$ cat src/rtl/branch_resolve_unit.sv
// rtl/branch_resolve_unit.sv - PC holder and ZF/CF conditional-branch resolver; optional counters under BRANCH_STATS_EN
module branch_resolve_unit #(
  parameter int              PC_W         = 10,
  parameter logic [PC_W-1:0] RESET_PC     = '0,
  parameter int              FLUSH_CYCLES = 1
) (
  input  logic            clk,
  input  logic            clear,
  input  logic            enable,
  input  logic            halt,
  input  logic            br_valid,
  output logic            br_ready,
  input  logic [2:0]      br_cond,
  input  logic [PC_W-1:0] br_target,
  input  logic            cmp_busy,
  input  logic            ZF,
  input  logic            CF,
  output logic [PC_W-1:0] pc,
  output logic            taken,
  output logic            flush,
  output logic            illegal,
  output logic [15:0]     taken_cnt,
  output logic [15:0]     nottaken_cnt
);

  typedef enum logic [1:0] {
    ST_RUN     = 2'd0,
    ST_RESOLVE = 2'd1,
    ST_FLUSH   = 2'd2,
    ST_HALTED  = 2'd3
  } state_e;

  localparam logic [2:0] FLUSH_INIT = 3'(FLUSH_CYCLES);
  localparam logic [2:0] COND_RSVD  = 3'b111;

  state_e          state_q, state_d;
  logic [PC_W-1:0] pc_q, pc_d;
  logic [PC_W-1:0] target_q, target_d;
  logic [2:0]      cond_q, cond_d;
  logic [2:0]      fcnt_q, fcnt_d;
  logic            taken_q, taken_d;
  logic            illegal_q, illegal_d;

  logic            accept;
  logic            resolve_en;
  logic            res_taken;
  logic [2:0]      res_cond;
  logic [PC_W-1:0] res_target;
  logic [PC_W-1:0] pc_inc;

  // Condition table; the reserved code never jumps.
  function automatic logic cond_met(input logic [2:0] c, input logic zf, input logic cf);
    logic r;
    r = 1'b0;
    case (c)
      3'b000:  r = 1'b1;
      3'b001:  r = zf;
      3'b010:  r = ~zf;
      3'b011:  r = cf;
      3'b100:  r = ~cf;
      3'b101:  r = ~cf & ~zf;
      3'b110:  r = cf | zf;
      default: r = 1'b0;
    endcase
    return r;
  endfunction

  assign br_ready = (state_q == ST_RUN) & enable & ~halt;
  assign accept   = br_valid & br_ready;
  assign pc_inc   = pc_q + PC_W'(1);

  // A deferred branch uses its latched cond/target; an immediate one uses the live request.
  assign res_cond   = (state_q == ST_RESOLVE) ? cond_q   : br_cond;
  assign res_target = (state_q == ST_RESOLVE) ? target_q : br_target;
  assign res_taken  = cond_met(res_cond, ZF, CF);

  assign pc      = pc_q;
  assign taken   = taken_q;
  assign illegal = illegal_q;
  assign flush   = (state_q == ST_FLUSH);

  // Next-state, next-PC and pulse computation; halt overrides everything.
  always_comb begin
    state_d    = state_q;
    pc_d       = pc_q;
    cond_d     = cond_q;
    target_d   = target_q;
    fcnt_d     = fcnt_q;
    taken_d    = 1'b0;
    illegal_d  = 1'b0;
    resolve_en = 1'b0;

    if (halt) begin
      state_d = ST_HALTED;
    end else begin
      case (state_q)
        ST_RUN: begin
          if (enable) begin
            if (accept && cmp_busy) begin
              cond_d   = br_cond;
              target_d = br_target;
              state_d  = ST_RESOLVE;
            end else if (accept) begin
              resolve_en = 1'b1;
            end else begin
              pc_d = pc_inc;
            end
          end
        end
        ST_RESOLVE: begin
          resolve_en = 1'b1;
        end
        ST_FLUSH: begin
          if (fcnt_q <= 3'd1) begin
            fcnt_d  = 3'd0;
            state_d = ST_RUN;
          end else begin
            fcnt_d = fcnt_q - 3'd1;
          end
        end
        ST_HALTED: begin
          state_d = ST_HALTED;
        end
        default: begin
          state_d = ST_RUN;
        end
      endcase

      if (resolve_en) begin
        if (res_taken) begin
          pc_d    = res_target;
          taken_d = 1'b1;
          if (FLUSH_CYCLES > 0) begin
            state_d = ST_FLUSH;
            fcnt_d  = FLUSH_INIT;
          end else begin
            state_d = ST_RUN;
          end
        end else begin
          pc_d      = pc_inc;
          illegal_d = (res_cond == COND_RSVD);
          state_d   = ST_RUN;
        end
      end
    end
  end

  // State, PC, latched branch and registered pulses.
  always_ff @(posedge clk or posedge clear) begin
    if (clear) begin
      state_q   <= ST_RUN;
      pc_q      <= RESET_PC;
      cond_q    <= 3'd0;
      target_q  <= '0;
      fcnt_q    <= 3'd0;
      taken_q   <= 1'b0;
      illegal_q <= 1'b0;
    end else begin
      state_q   <= state_d;
      pc_q      <= pc_d;
      cond_q    <= cond_d;
      target_q  <= target_d;
      fcnt_q    <= fcnt_d;
      taken_q   <= taken_d;
      illegal_q <= illegal_d;
    end
  end

`ifdef BRANCH_STATS_EN
  logic [15:0] tcnt_q, tcnt_d;
  logic [15:0] ncnt_q, ncnt_d;

  // Saturating per-outcome counters, bumped once per resolved branch.
  always_comb begin
    tcnt_d = tcnt_q;
    ncnt_d = ncnt_q;
    if (resolve_en && !halt) begin
      if (res_taken) begin
        if (tcnt_q != 16'hFFFF) tcnt_d = tcnt_q + 16'd1;
      end else begin
        if (ncnt_q != 16'hFFFF) ncnt_d = ncnt_q + 16'd1;
      end
    end
  end

  // Counter registers.
  always_ff @(posedge clk or posedge clear) begin
    if (clear) begin
      tcnt_q <= 16'd0;
      ncnt_q <= 16'd0;
    end else begin
      tcnt_q <= tcnt_d;
      ncnt_q <= ncnt_d;
    end
  end

  assign taken_cnt    = tcnt_q;
  assign nottaken_cnt = ncnt_q;
`else
  assign taken_cnt    = 16'd0;
  assign nottaken_cnt = 16'd0;
`endif

endmodule

$ cat config.mk
export PLATFORM = sky130hd
export DESIGN_NAME = branch_resolve_unit
export DESIGN_NICKNAME = d
export VERILOG_FILES = /design/src/rtl/branch_resolve_unit.sv
export SDC_FILE = /design/constraint.sdc
export NUM_CORES = 1
export LEC_CHECK = 0
export CORE_MARGIN = 2
export CORE_UTILIZATION = 42
export DETAILED_ROUTE_END_ITERATION = 7
export PLACE_DENSITY = 0.77
export REMOVE_ABC_BUFFERS = 1
export SYNTH_ARGS = -nofsm -noshare
export SYNTH_HDL_FRONTEND = slang
export SYNTH_SLANG_ARGS = --single-unit
$ cat constraint.sdc
create_clock -name clk -period 2.44 [get_ports clk]
set_input_delay 0.366 -clock clk [delete_from_list [all_inputs] [get_ports clk]]
set_output_delay 0.366 -clock clk [all_outputs]
set_load 0.05 [all_outputs]
Word-level counts from Yosys, hierarchy flattened
Index checks and enable logic that the tools add are counted.
W data, S select, Z words.
- bits of input ports: 21
- bits in registers: 30
- output and inout port bits: 46
- $add $sub $neg: 2
- $lt $le $gt $ge: 1
- bitwise operators: 8
- multiplexer cells: 31
- reductions and logical operators: 9
- equality and inequality tests: 15
- operators with widths (operator ; count):
    $mux W10 ; 7
    $mux W3 ; 5
    $eq A3 B3 Y1 const B ; 4
    $mux W2 ; 6
    $add A10 B1 Y10 const B ; 1
    $mux W1 ; 10
    $ne A4 B2 Y1 const B ; 2
    $reduce_and A4 Y1 ; 2
    $pmux W1 S7 ; 1
    $eq A3 B2 Y1 const B ; 2
    $pmux W2 S3 ; 1
    $reduce_and A5 Y1 ; 1
    $reduce_bool A5 Y1 ; 1
    $and A1 B1 Y1 ; 4
    $eq A2 B2 Y1 const B ; 2
    $ne A2 B1 Y1 const B ; 2
    $ne A4 B3 Y1 const B ; 1
    $reduce_bool A2 Y1 ; 2
    $eq A3 B1 Y1 const B ; 1
    $le A3 B1 Y1 const B ; 1
    $logic_not A3 Y1 ; 1
    $not A1 Y1 ; 3
    $sub A3 B1 Y3 const B ; 1
    $eq A2 B1 Y1 const B ; 1
    4 further kinds ; 4

Logic depth before layout (Yosys ltp)
- depth in word-level cells: 11
- gate-level depth with buffers: 10
- gate-level depth less buffers: 8

Least setup slack after synthesis
No wires, ideal clock.
- kind: flip-flop to flip-flop
- start point: register state_q[1]
- end point: register pc_q[8] (netlist: pc[8])
- slack: 9 ps
- path buffers: 1
- period minus slack after synthesis: 2431 ps
- data arrival time: 2307 ps
- cell stages (with the launch flop): 9
- cell sequence: dfrtp_1 > inv_1 > ha_1 > and3b_1 > a31oi_1 > a221oi_4 > buf_6 > a21oi_2 > a211o_1
- longest elaborated chain between the ends: 11
- elaborated cells on any way between the ends: 28
- those cells by class: 9 x eq/ne; 10 x mux; 3 x bitwise; 6 x reduce/logical
- RTL lines (element ; RTL line ; RTL):
    start, declared ; 36 ; state_e state_q, state_d;
    start signal, assigned ; 159 ; state_q <= state_d;
    $logic_not A2 Y1 (*) ; 68 ; assign br_ready = (state_q == ST_RUN) & enable & ~halt;
    $and A1 B1 Y1 (*) (2 in series) ; 68 ;
    net br_ready ; 12 ; output logic br_ready,
    $and A1 B1 Y1 (*) ; 69 ; assign accept = br_valid & br_ready;
    $mux W1 or $logic_and A1 B1 Y1 (tied branches) ; 103, 99 ;
    $mux W1 ; 99 ; if (accept && cmp_busy) begin
    $mux W1 ; 98 ; if (enable) begin
    $pmux W1 S2 ; 96 ; case (state_q)
    $mux W1 ; 93 ; if (halt) begin
    $ne A2 B1 Y1 (no source line) or $reduce_bool A2 Y1 (tied branches) ; n/a ;
    $reduce_and A5 Y1 (no source line) ; n/a ;
    end signal, assigned ; 160 ; pc_q <= pc_d;
    end, declared ; 37 ; logic [PC_W-1:0] pc_q, pc_d;
Mark *: on every way through the listed nets, which the timed path passes. The rest lies on a longest branch. The select of a mux whose other input is x is not followed.
A chain may end at the register's enable or synchronous reset.

Worst setup path in the final report
- start point: register state_q[1]
- end point: register pc_q[8] (netlist: pc[8])
- longest elaborated chain between the ends: 11
- elaborated cells on any way between the ends: 28
- those cells by class: 9 x eq/ne; 10 x mux; 3 x bitwise; 6 x reduce/logical
- RTL lines (element ; RTL line):
    $logic_not A2 Y1 ; 68, 96
    $and A1 B1 Y1 (2 in series) ; 68
    $and A1 B1 Y1 ; 69
    $mux W1 or $logic_and A1 B1 Y1 (tied branches) ; 103, 99
    $mux W1 ; 99
    $mux W1 ; 98
    $pmux W1 S2 ; 96
    $mux W1 ; 93
    $ne A2 B1 Y1 (no source line) or $reduce_bool A2 Y1 (tied branches) ; n/a
    $reduce_and A5 Y1 (no source line) ; n/a
Parallel ways exist; a longest one is shown, timed or not. The select of a mux whose other input is x is not followed.

==> flow_summary.ini <==
[yosys]
synthAdderAreaFrac_pct = 4.22
synth_top_family_by_area = multiplexers
netlist_instances = 208
seq_area_frac_synth_pct = 36.2
ys_warn_count = 0
synth_edf_count = 0
synth_cell_types = 48
synth_xor_area_share_pct = 0
synthMuxAreaShare_pct = 16.5
async_flop_share_pct = 100
yosys.area_share.simple_pct = 13.0
synthFlopType = dfrtp_1
synth_seq_cells = 30
synth-compound-area-share_pct = 14.1
syn_avg_cell_area_sq_um = 9.97
syn_area_sq_um = 2070

[setup_path]
cp-end-kind = register
critPathLaunchType = register
path_cells = inv_1, ha_4, buf_6, mux2i_2, o21a_1, o211ai_2, a221oi_4, buf_12, a21oi_2, a211o_1
crit_slowest_cell = a221oi_4
r2r_slack_ns = 0.09
reg2reg_depth = 10
cp_data_required_time_ns = 2.60
slowest_delay_ns = 0.40
rr_endpoint = pc[8]$_DFFE_PP0P_
path_class = reg2reg
arrival_ns = 2.51
path_max_fanout = 14
r2r-start = state_q[1]$_DFFE_PP0P_

[global_routing]
met2_usage_pct = 28.3
grt_pass1_vias = 1467
grtUsageMet3_pct = 4.74
grt_pass1_wl_mm = 6.68
grt_max_degree = 31
grt-busiest-layer = met2
grtUsageMet1_pct = 18.3
grt_antenna_before_repair = 0
overflow = 0
grtUsageTotal_pct = 15.7

[final_layout]
syn2layout_area_growth_pct = 26.7
drive_gt1_share_pct = 20.9
nets = 282
fillers = 434
antennaDiodeCount = 0

[drt]
drt-initial-drc-count = 107
ant_nets = 0
vias_per_cell = 4.90
route.detailed.drc = 0
drt-pass1-iter-count = 4
vias = 1574
wl_mm = 4.30
wl_per_cell_microns = 13.4

[floorplan]
num_rows = 25
dieArea_sq_um = 5520
core_area_sq_um = 4750
ios = 67
fp.dieW_microns = 74.3
die_h_microns = 74.3
start_util_pct = 43.6

[timing]
setup_slack_ns = 0.0903
maxClockFrequency_mhz = 426
tightest_slew_ns = 0.511
min_period_over_period_pct = 96.3
rsz0062_at_grt = true
setup_viol_count_final = 0
slew_viol_final = 0
slew_headroom_pct = 65.9
period_needed_ns = 2.35
hold_viol = 0
skew_ns = 0.00263

[pwr]
power_leakage_nw = 1.24
irDropWorstVdd_uv = 434
powerDensity_nw_per_um2 = 657
power_mw = 1.73

[status]
status = complete, no violations

[place]
dp_slack_ns = -0.0652
gp_congestion = 0.736
dpl.hpwl_mm = 3.00
io_buffers = 34

[clock_tree]
cts_max_level = 2
cts.sinks = 30
cts_tree = built
root_buffer = clkbuf_8
cts_buffers = 5
holdBufCountCts = 0
clkTransAtPathRegs_ns = 0.06
cts_buffer_depth = 2
clock_latency_ns = 0.28

[run]
maxCapViolations = 0

[hold_path]
hold_class = in2async
==> placed cells by master, fill, tap and decap left out, types with 2 or more instances in the layout <==
master           instances
conb_1                  32
a21oi_1                  6
a21o_1                   2
ha_1                     6
mux2_4                   2
dfrtp_1                 30
nand2b_1                 3
clkdlybuf4s50_1         32
or4_1                    2
clkbuf_8                 6
o21a_1                   3
buf_12                   2
a31oi_1                  2
o311ai_0                 2
mux2i_1                 10
buf_4                   12
a22oi_1                  2
inv_1                    9
o22ai_1                  2
mux2_2                  17
and3_1                   8
nand3_1                  5
o21ai_0                  2
o21ai_1                  2
and2_1                   2
nor3_1                   4
nor2_1                   6
nand2_1                 14
==> critical path: cells and delay by family (launching register included) <==
family / cells / cell delay [ns]
DFF: 1 / 0.38
AOI/OAI and AO/OA: 5 / 0.96
muxes: 1 / 0.25
adders and majority gates: 1 / 0.19
buffers and inverters: 3 / 0.45
==> logic make-up (layout without fill, tap and decap cells) <==
family                     after synthesis  count (layout)
muxes                                   31              31
adders and majority gates                7               7
buffers and inverters                   50              65
other                                    1              32
AOI/OAI and AO/OA                       38              38
DFF                                     30              30
and+or+nand+nor                         51              51
==> flip-flops by register name (all words and copies together), names as in the netlist <==
name      cells
cond_q        3
fcnt_q        3
illegal       1
pc           10
state_q       2
taken         1
target_q     10
==> layout make-up <==
cell class                 instances  area [sq um]  area share [%]
clock buffer                       6          82.6            3.14
clock inverter                     1          30.0            1.14
inverter                           9          33.8            1.29
multi-input combinational        159          1150            43.7
sequential                        30           751            28.6
tap                               67          83.8            3.19
timing repair buffer              49           499            19.0
==> cell usage after synthesis, types with 2 or more instances <==
library cell	number	area, sq um
buf_4	32	240
dfrtp_1	30	751
mux2_2	17	191
nand2_1	14	52.6
mux2i_1	12	120
inv_1	9	33.8
and3_1	8	50.1
ha_1	7	87.6
a21oi_1	6	30.0
nor2_1	6	22.5
clkbuf_1	5	18.8
nand3_1	5	25.0
nor3_1	4	20.0
a31oi_1	3	18.8
buf_6	3	33.8
nand2b_1	3	18.8
o21a_1	3	22.5
o21ai_1	3	15.0
a21o_1	2	15.0
a22oi_1	2	15.0
and2_1	2	12.5
mux2_4	2	30.0
o21ai_0	2	10.0
o22ai_1	2	12.5
o311ai_0	2	17.5
or4_1	2	15.0
==> where the power goes <==
group	switching (mW)	internal (mW)	total, mW
clock network	0.184	0.326	0.511
logic	0.400	0.246	0.646
registers	0.0381	0.532	0.570
==> how the worst max path moves through the flow <==
stage	from	endpoint	cells past startpoint
2_1_floorplan	state_q[1]$_DFFE_PP0P_	pc[3]$_DFFE_PP0P_	8
3_3_place_gp	br_cond[2]	pc[9]$_DFFE_PP0P_	8
3_5_place_dp	state_q[1]$_DFFE_PP0P_	pc[8]$_DFFE_PP0P_	10
4_1_cts	state_q[1]$_DFFE_PP0P_	pc[8]$_DFFE_PP0P_	10
5_1_grt	state_q[1]$_DFFE_PP0P_	pc[8]$_DFFE_PP0P_	10
6_report	state_q[1]$_DFFE_PP0P_	pc[8]$_DFFE_PP0P_	10
==> layer usage <==
metal | part of all wire (%) | wire (microns) | vias to the layer above
met5 | 0 | 0 | -
met4 | 0.93 | 40 | 0
met3 | 4.6 | 198 | 5
met2 | 52 | 2230 | 42
met1 | 43 | 1830 | 762
li1 | - | - | 765
==> what timing repair did <==
action                     in CTS  in global routing
hold endpoints to repair        0                  0
setup endpoints to repair       9                 13
cloned                          0                  1
gates resized for setup         1                  8
pin swaps                       0                  0
setup buffers                   0                  0
==> through the flow <==
step	TNS [ns]	hold slack, ns	std cells	utilization (%)	area, sq um
6_report	0	0.465	321	55.3	2630
5_1_grt	-0.0323	0.515	321	55.3	2630
4_1_cts	0	0.477	320	53.9	2560
3_5_place_dp	-0.215	0.491	313	51.4	2450
3_3_place_gp	0	0.480	313	51.4	2450
2_1_floorplan	-6.94	0.456	198	-	1890
No activity file was read; power rests on OpenSTA's default activity.
